`src/rtl/sequence_controller_pkg.sv`:
```
// Shared definitions for the instruction-cycle sequencer: counter widths,
// IR field positions, the HLT encoding and the opcode indices.
package sequence_controller_pkg;

  // Sequence-counter width; the timing vector is one-hot over 2^SC_W_DEF states
  localparam int unsigned SC_W_DEF = 3;
  localparam int unsigned T_W_DEF  = 1 << SC_W_DEF;

  // IR field layout: {I, opcode[2:0], address/B[3:0]}
  localparam int unsigned IR_W   = 8;
  localparam int unsigned I_BIT  = 7;
  localparam int unsigned OP_MSB = 6;
  localparam int unsigned OP_LSB = 4;
  localparam int unsigned B_MSB  = 3;
  localparam int unsigned B_LSB  = 0;
  localparam int unsigned OP_W   = OP_MSB - OP_LSB + 1;
  localparam int unsigned B_F_W  = B_MSB - B_LSB + 1;

  // Opcode indices as decoded onto D
  typedef enum logic [2:0] {
    OP_AND = 3'd0,
    OP_ADD = 3'd1,
    OP_LDA = 3'd2,
    OP_STA = 3'd3,
    OP_BUN = 3'd4,
    OP_BSA = 3'd5,
    OP_ISZ = 3'd6,
    OP_REG = 3'd7
  } opcode_e;

  // HLT is the register-reference instruction with an all-zero B field
  localparam logic [OP_W-1:0]  HLT_OP = OP_REG;
  localparam logic             HLT_I  = 1'b0;
  localparam logic [B_F_W-1:0] HLT_B  = 4'h0;

  // Run/halt flip-flop
  typedef enum logic {
    ST_HALT = 1'b0,
    ST_RUN  = 1'b1
  } run_state_e;

  function automatic logic is_hlt(input logic i, input logic [OP_W-1:0] op,
                                  input logic [B_F_W-1:0] b);
    return (op == HLT_OP) && (i == HLT_I) && (b == HLT_B);
  endfunction

endpackage

```
`src/rtl/sequence_controller_decoder.sv`:
```
// Enabled binary-to-one-hot decoder used for the timing vector and the opcode decode.
module onehot_decoder3to8 #(
  parameter int unsigned IN_W = 3
) (
  input  logic                   i_en,
  input  logic [IN_W-1:0]        i_sel,
  output logic [(1<<IN_W)-1:0]   o_onehot
);

  // Single hot bit at the selected index, all zero when disabled
  always_comb begin
    o_onehot = '0;
    if (i_en) o_onehot[i_sel] = 1'b1;
  end

endmodule

```
`src/rtl/sequence_controller.sv`:
```
// Instruction-cycle sequencer: sequence counter, run/halt control with
// stop/step handling, IR field latch and the T/D decode outputs.
// Optional feature: define INSTR_COUNT_EN to build the retired-instruction counter.
module sequence_controller
  import sequence_controller_pkg::*;
#(
  parameter int unsigned SC_W  = SC_W_DEF,
  parameter int unsigned CNT_W = 16
) (
  input  logic                  clk,
  input  logic                  rst_n,
  input  logic                  start,
  input  logic                  stop,
  input  logic                  step,
  input  logic [IR_W-1:0]       ir,
  input  logic                  clr_sc,
  output logic [(1<<SC_W)-1:0]  T,
  output logic [T_W_DEF-1:0]    D,
  output logic                  I,
  output logic [T_W_DEF-1:0]    B,
  output logic                  running,
  output logic                  sc_overflow,
  output logic [CNT_W-1:0]      instr_count
);

  run_state_e         r_state, w_state_nxt;
  logic [SC_W-1:0]    r_sc, w_sc_nxt;
  logic               r_stop_pend, w_stop_pend_nxt;
  logic               r_step_mode, w_step_mode_nxt;
  logic               r_sc_overflow, w_sc_overflow_nxt;
  logic               r_i;
  logic [OP_W-1:0]    r_op;
  logic [B_F_W-1:0]   r_b;

  logic w_run;
  logic w_hlt;
  logic w_boundary;

  assign w_run      = (r_state == ST_RUN);
  assign w_hlt      = w_run && (r_sc == SC_W'(3)) && is_hlt(r_i, r_op, r_b);
  assign w_boundary = w_run && (clr_sc || w_hlt);

  // State registers for the sequencer
  always_ff @(posedge clk or negedge rst_n) begin
    if (!rst_n) begin
      r_state       <= ST_HALT;
      r_sc          <= '0;
      r_stop_pend   <= 1'b0;
      r_step_mode   <= 1'b0;
      r_sc_overflow <= 1'b0;
    end else begin
      r_state       <= w_state_nxt;
      r_sc          <= w_sc_nxt;
      r_stop_pend   <= w_stop_pend_nxt;
      r_step_mode   <= w_step_mode_nxt;
      r_sc_overflow <= w_sc_overflow_nxt;
    end
  end

  // Next-state logic: run control, SC advance/clear, stop capture, overflow
  always_comb begin
    w_state_nxt       = r_state;
    w_sc_nxt          = r_sc;
    w_stop_pend_nxt   = r_stop_pend;
    w_step_mode_nxt   = r_step_mode;
    w_sc_overflow_nxt = r_sc_overflow;
    case (r_state)
      ST_HALT: begin
        w_sc_nxt = '0;
        if (start) begin
          w_state_nxt     = ST_RUN;
          w_step_mode_nxt = 1'b0;
        end else if (step) begin
          w_state_nxt     = ST_RUN;
          w_step_mode_nxt = 1'b1;
        end
      end
      ST_RUN: begin
        w_stop_pend_nxt = r_stop_pend | stop;
        if (clr_sc || w_hlt) begin
          w_sc_nxt = '0;
        end else begin
          w_sc_nxt = r_sc + SC_W'(1);
          if (r_sc == '1) w_sc_overflow_nxt = 1'b1;
        end
        if (w_hlt) w_state_nxt = ST_HALT;
        // A live stop on the boundary edge counts as well as a pending one
        if (w_boundary && (r_stop_pend || stop || r_step_mode)) begin
          w_state_nxt     = ST_HALT;
          w_stop_pend_nxt = 1'b0;
          w_step_mode_nxt = 1'b0;
        end
      end
      default: w_state_nxt = ST_HALT;
    endcase
  end

  // Instruction field latch, loaded on the edge that ends T2
  always_ff @(posedge clk or negedge rst_n) begin
    if (!rst_n) begin
      r_i  <= 1'b0;
      r_op <= '0;
      r_b  <= '0;
    end else if (w_run && (r_sc == SC_W'(2))) begin
      r_i  <= ir[I_BIT];
      r_op <= ir[OP_MSB:OP_LSB];
      r_b  <= ir[B_MSB:B_LSB];
    end
  end

`ifdef INSTR_COUNT_EN
  logic [CNT_W-1:0] r_instr_count;

  // Retired-instruction counter, one count per boundary
  always_ff @(posedge clk or negedge rst_n) begin
    if (!rst_n)          r_instr_count <= '0;
    else if (w_boundary) r_instr_count <= r_instr_count + CNT_W'(1);
  end

  assign instr_count = r_instr_count;
`else
  assign instr_count = '0;
`endif

  onehot_decoder3to8 #(.IN_W(SC_W)) u_t_dec (
    .i_en     (w_run),
    .i_sel    (r_sc),
    .o_onehot (T)
  );

  onehot_decoder3to8 #(.IN_W(OP_W)) u_d_dec (
    .i_en     (1'b1),
    .i_sel    (r_op),
    .o_onehot (D)
  );

  assign I           = r_i;
  assign B           = {{(T_W_DEF - B_F_W){1'b0}}, r_b};
  assign running     = w_run;
  assign sc_overflow = r_sc_overflow;

endmodule

```
`config.mk`:
```
export PLATFORM = sky130hd
export DESIGN_NAME = sequence_controller
export DESIGN_NICKNAME = d
export VERILOG_FILES = /design/src/rtl/sequence_controller_pkg.sv /design/src/rtl/sequence_controller_decoder.sv /design/src/rtl/sequence_controller.sv
export SDC_FILE = /design/constraint.sdc
export NUM_CORES = 1
export LEC_CHECK = 0
export CAP_MARGIN = 5
export CORE_MARGIN = 2
export CORE_UTILIZATION = 60
export DETAILED_ROUTE_END_ITERATION = 10
export DONT_BUFFER_PORTS = 1
export PLACE_DENSITY_LB_ADDON = 0.12
export SLEW_MARGIN = 20
export SYNTH_ARGS = -nofsm -noshare
export SYNTH_HDL_FRONTEND = slang
export SYNTH_SLANG_ARGS = --single-unit
```
`constraint.sdc`:
```
create_clock -name clk -period 2 [get_ports clk]
set_clock_uncertainty 0.2 [all_clocks]
set_input_delay 0.5 -clock clk [delete_from_list [all_inputs] [get_ports clk]]
set_output_delay 0.5 -clock clk [all_outputs]
set_load 0.05 [all_outputs]
```
After elaboration in Yosys (flattened, before gate mapping)
Index checks and enable logic that the tools add are counted.

operators by class
  muxes and demuxes = 17
  shift-type cells = 0
  divide/modulo/power cells = 0
  $lt $le $gt $ge = 4
  $add $sub $neg = 1
  eq/ne operators = 6
  multipliers = 0
  reductions and logical operators = 15
  bitwise operators = 4

operators by type and width
  operator                                             count
  2-to-1 mux 1 bit                                     10
  logical AND 1 bit                                    9
  < comparator 3 x 4 -> 1 bit, second input constant   2
  2-to-1 mux 8 bit                                     1
  demux 1 bit (select 3 bit)                           2
  equality test 3 x 2 -> 1 bit, second input constant  2
  equality test 3 bit, second input constant           2
  >= comparator 3 x 1 -> 1 bit, second input constant  2
  one-hot mux 3 bit (2 select lines)                   1
  logical NOT 4 bit                                    1
  one-hot mux 1 bit (2 select lines)                   2
  adder 3 x 1 -> 3 bit, second input constant          1
  logical OR 1 bit                                     3
  2-to-1 mux 3 bit                                     1
  != test 3 bit, second input constant                 1
  NOT 1 bit                                            3
  AND reduction 3 bit                                  1
  != test 2 x 1 -> 1 bit, second input constant        1
  AND reduction 2 bit                                  1
  bitwise OR 1 bit                                     1

storage, ports and cells
  bits in read-only memories = 0
  memory bits (writable) = 0
  register bits after elaboration = 15
  memories kept = 0
  bits in latches = 0

Logic depth before layout (Yosys ltp)
  word-level depth = 9
  depth in mapped cells = 5
  mapped depth without buffers = 5

Modules after synthesis
From an unflattened synthesis, not the netlist that was laid out.

unflattened totals
  cells, all modules = 90
  area, all modules = 1,028.5 um^2

by module, submodules not included
  module               instances  cells an instance  area each (um^2)  sequential area each (um^2)
  sequence_controller  1          74                 838.3             375.4
  onehot_decoder3to8   2          8                  95.1              0.0

Worst setup path before layout
No wires, ideal clock.

  kind = register to output
  from = reg r_state (netlist: running)
  to = out T[0]
  path buffers = 1
  path slack = -718 ps
  cell stages (with the launch flop) = 4
  data arrival time = 2,018 ps
  required time = 1,300 ps
  cells stage by stage = dfrtp_1 > buf_4 > nand2_1 > nor3_1

between the ends
  word-level cells in the longest chain between the ends = 1

ends and longest elaborated chain
  element                 line                               text
  start, declared         sequence_controller.sv:26          run_state_e r_state, w_state_nxt;
  start signal, assigned  sequence_controller.sv:52          r_state <= w_state_nxt;
  2-to-1 mux 8 bit        sequence_controller_decoder.sv:13  if (i_en) o_onehot[i_sel] = 1'b1;
  end, declared           sequence_controller.sv:17          output logic [(1<<SC_W)-1:0] T,

Every way passes these cells.

Final worst setup path
  from = reg r_sc[2]
  to = out T[3]

between the ends
  word-level cells in the longest chain between the ends = 5
  elaborated cells on any way between the ends = 6
  classes of those cells = order compare: 2; mux: 3; reduce/logical: 1

ends and longest elaborated chain
  element                                                                                            line                               text
  start, declared                                                                                    sequence_controller.sv:27          logic [SC_W-1:0] r_sc, w_sc_nxt;
  start signal, assigned                                                                             sequence_controller.sv:53          r_sc <= w_sc_nxt;
  < comparator 3 x 4 -> 1 bit (not written as such) or >= comparator 3 x 1 -> 1 bit (tied branches)  sequence_controller_decoder.sv:13
  logical AND 1 bit (not written as such)                                                            sequence_controller_decoder.sv:13
  2-to-1 mux 1 bit (not written as such)                                                             sequence_controller_decoder.sv:13
  demux 1 bit (select 3 bit) *                                                                       --
  2-to-1 mux 8 bit *                                                                                 sequence_controller_decoder.sv:13

Every way passes the cells marked *; elsewhere a longest branch is shown, timed or not.

==> key figures <==
Layout
  – Syn-to-layout area delta: 35.7%
  – Fraction of layout cells with a size suffix above 1: about 52%
  – Inserted Diodes: 0
  – Final std cells w/o fill: 142
  – Layout net count: approximately 150
  – Finished Core Util: between 80% and 90%

Global route
  – M3 GR Usage: around 3.7%
  – Met2 Use GR: about 43%
  – First-pass GRT wire length: 2.99 mm
  – Gr usage total: between 20 and 25%
  – Initial antenna violation count: 0
  – Global Route met1 Usage: between 20% and 30%
  – Grt total ovfl: 0
  – Pin count of the biggest net entering global routing: 16
  – Vias in the first global route: just under 700
  – Grt peak-use layer: met2

Setup path
  – Worst-path fanout max: 4
  – Critical path class: flop to output port
  – Reg2Reg Launch Point: r_sc[1]
  – RR Endpoint: r_step_mode
  – CP startpoint kind: flop
  – Worst path slowest cell: dfrtp_2
  – CP Launch Point: r_sc[2]
  – Critical Path AT: between 1 and 1.5 ns
  – Critical path buffer and inverter count: 2
  – CP required: roughly 1.3 ns
  – CP Cell Sequence: inv_1 > nand2_1 > nor2_2 > buf_12
  – Crit end category: output port
  – Reg-to-reg setup timing slack: between 0.2 and 0.25 ns
  – Family with the most delay on the worst path: flip-flops
  – CP max stage delay: around 0.44 ns
  – R2R depth: 5

STA
  – Worst hold slack: between 0.09 and 0.1 ns
  – Max_slew headroom: just under 60%
  – Fin crit share: slightly below 100%
  – Final setup violation count: 0
  – Final Hold Vio Count: 0
  – Fin. max-slew vios: 0
  – Tightest Pin Transition: ~0.63 ns
  – Final setup margin: around 0.013 ns
  – Highest clock rate: slightly above 0.5 GHz
  – Period minus WS final: approximately 2.0 ns

Hold path
  – Worst Hold Depth: 1
  – Hold worst-path end: r_step_mode
  – Worst hold start: start
  – Hold WC Path Type: input port to flop

Power
  – Leak pwr: 0.598 nW
  – Total power: ~1.9 mW
  – Worst IR Drop VDD: about 1.9 mV
  – PwrDens: around 1500 mW/mm2

Floorplan
  – IO Pins: between 50 and 60
  – Core Rows: 14
  – Core box area: ~0.0015 mm2
  – Initial Utilization: 64.3%
  – Die X: around 44 um
  – Area of the die: 0.00195 mm2
  – Chip height: about 44 um

Yosys
  – Post-synth ARST share: 100%
  – Yosys cell types: 24
  – Post-Syn Area: around 970 um2
  – Avg Cell Area, Syn: about 10 um2
  – Largest area contributor in the netlist: dfrtp_1
  – Synth top area cells: dfrtp_1 (39%), buf_4 (16%), mux2_2 (9.3%)
  – Top-count cell post-synth: buf_4
  – Post-synth top cells: buf_4 (21), dfrtp_1 (15), nor2_1 (10), mux2_2 (8), nor3_1 (8)
  – Syn Inst Count: about 100
  – Post-synth EDFFs: 0
  – Area share of the largest cell type after synthesis: 38.8%
  – Syn. warnings: 0
  – Count of state elements after synthesis: 15
  – Sequential fraction of the synthesis area: roughly two fifths
  – Top_reg_cell synth: dfrtp_1

Clocking
  – Clock root buffer: clkbuf_4
  – Depth of the CTS H-tree: 1
  – CTS buffer count: 3
  – Clock-pin slew on the worst setup and hold paths: approximately 0.090 ns
  – CTS tree: done
  – Clock sink count: 15
  – Clk_lat worst skew: approximately 0.28 ns
  – CTS max path bufs: 2

Place
  – Routability cong.: approximately 0.83
  – Place WS: approximately 0.11 ns
  – IO buf count: 0
  – Placed insts: 130
  – Dpl hpwl: about 1.5 mm

Routing
  – Drc violations: 0
  – Routed WL: about 2.3 mm
  – Routed length per instance: 16.4 um
  – Vias: about 760
  – DRT iter0 DRCs: 2
  – Vias per cell: 5.37
  – Final antenna-violating net count: 0
  – Drt first pass iters: 4

Job
  – Max-Cap Viols: 0

Run status
  – Status: finished clean
## how the worst max path moves through the flow
stage	end	cells past startpoint
floorplan	D[2]	2
global placement	r_step_mode	5
detailed placement	r_step_mode	5
CTS	T[0]	3
global route	T[3]	4
finish	T[3]	4
## sequential cells by signal, summed over array words and instances (netlist names)
register and flops:
running 1, r_op 3, r_step_mode 1, r_stop_pend 1, sc_overflow 1, I 1, r_b 4, r_sc 3
## layout make-up
cell class                 count  area (um2)
sequential                    15         383
multi-input combinational     73         551
inverter                       5        22.5
clock buffer                   4        26.3
timing repair buffer          29         312
fill                          78         193
tap                           16        20.0
## stage by stage
stage | TNS, ns | instance area [um2]
floorplan | -1.25 | 1080
global placement | 0 | 1180
detailed placement | 0 | 1180
CTS | 0 | 1250
global route | -0.119 | 1310
finish | 0 | 1310
## per-layer routing
metal  wire length, um  up-vias
li1                  -      343
met1               787      358
met2              1300       54
met3               179        8
met4                64        0
met5                 0        -
## power by group
group	total [mW]	leakage, nW	switching, mW	internal [mW]
Clock	0.171	0.0150	0.0941	0.0773
Combinational	1.19	0.406	0.814	0.377
Sequential	0.572	0.177	0.155	0.417
## kinds of logic (layout without fill, tap and decap cells)
| kind of cell | Yosys count | in the layout | synth area share [%] |
|---|---|---|---|
| mux | 8 | 8 | 9.30 |
| buf+inv | 29 | 38 | 19.8 |
| compound gates | 7 | 7 | 7.24 |
| other cells | 1 | 20 | 0.387 |
| flops | 15 | 15 | 38.8 |
| fa+ha+maj | 4 | 4 | 5.17 |
| simple gates | 34 | 34 | 19.4 |
## layout by cell type, fill, tap and decap left out, types with 2 or more instances in the layout
cell type and instances:
clkbuf_4 3, nand2_1 4, buf_12 7, ha_1 4, nor3_1 6, nor2_2 4, nand2_4 2, nor2_4 2
nor3_4 2, conb_1 20, nor3b_2 3, mux2_2 8, inv_1 3, dfrtp_1 9, nor2_1 4, a21oi_1 2
dfrtp_2 6, buf_4 20
## repair_timing
action,CTS,global route
hold endpoints to repair,15,0
pin swaps,0,1
setup buffers,3,4
hold buffers,1,0
resized for setup,6,9
endpoints found under the setup margin,10,15
## worst reg2reg max path: stages (launching register included)
cell	delay, ns
dfrtp_2	0.41
ha_1	0.19
ha_1	0.16
nand4bb_1	0.22
o31ai_4	0.39
a221oi_2	0.09
(Power assumes the default switching activity.)
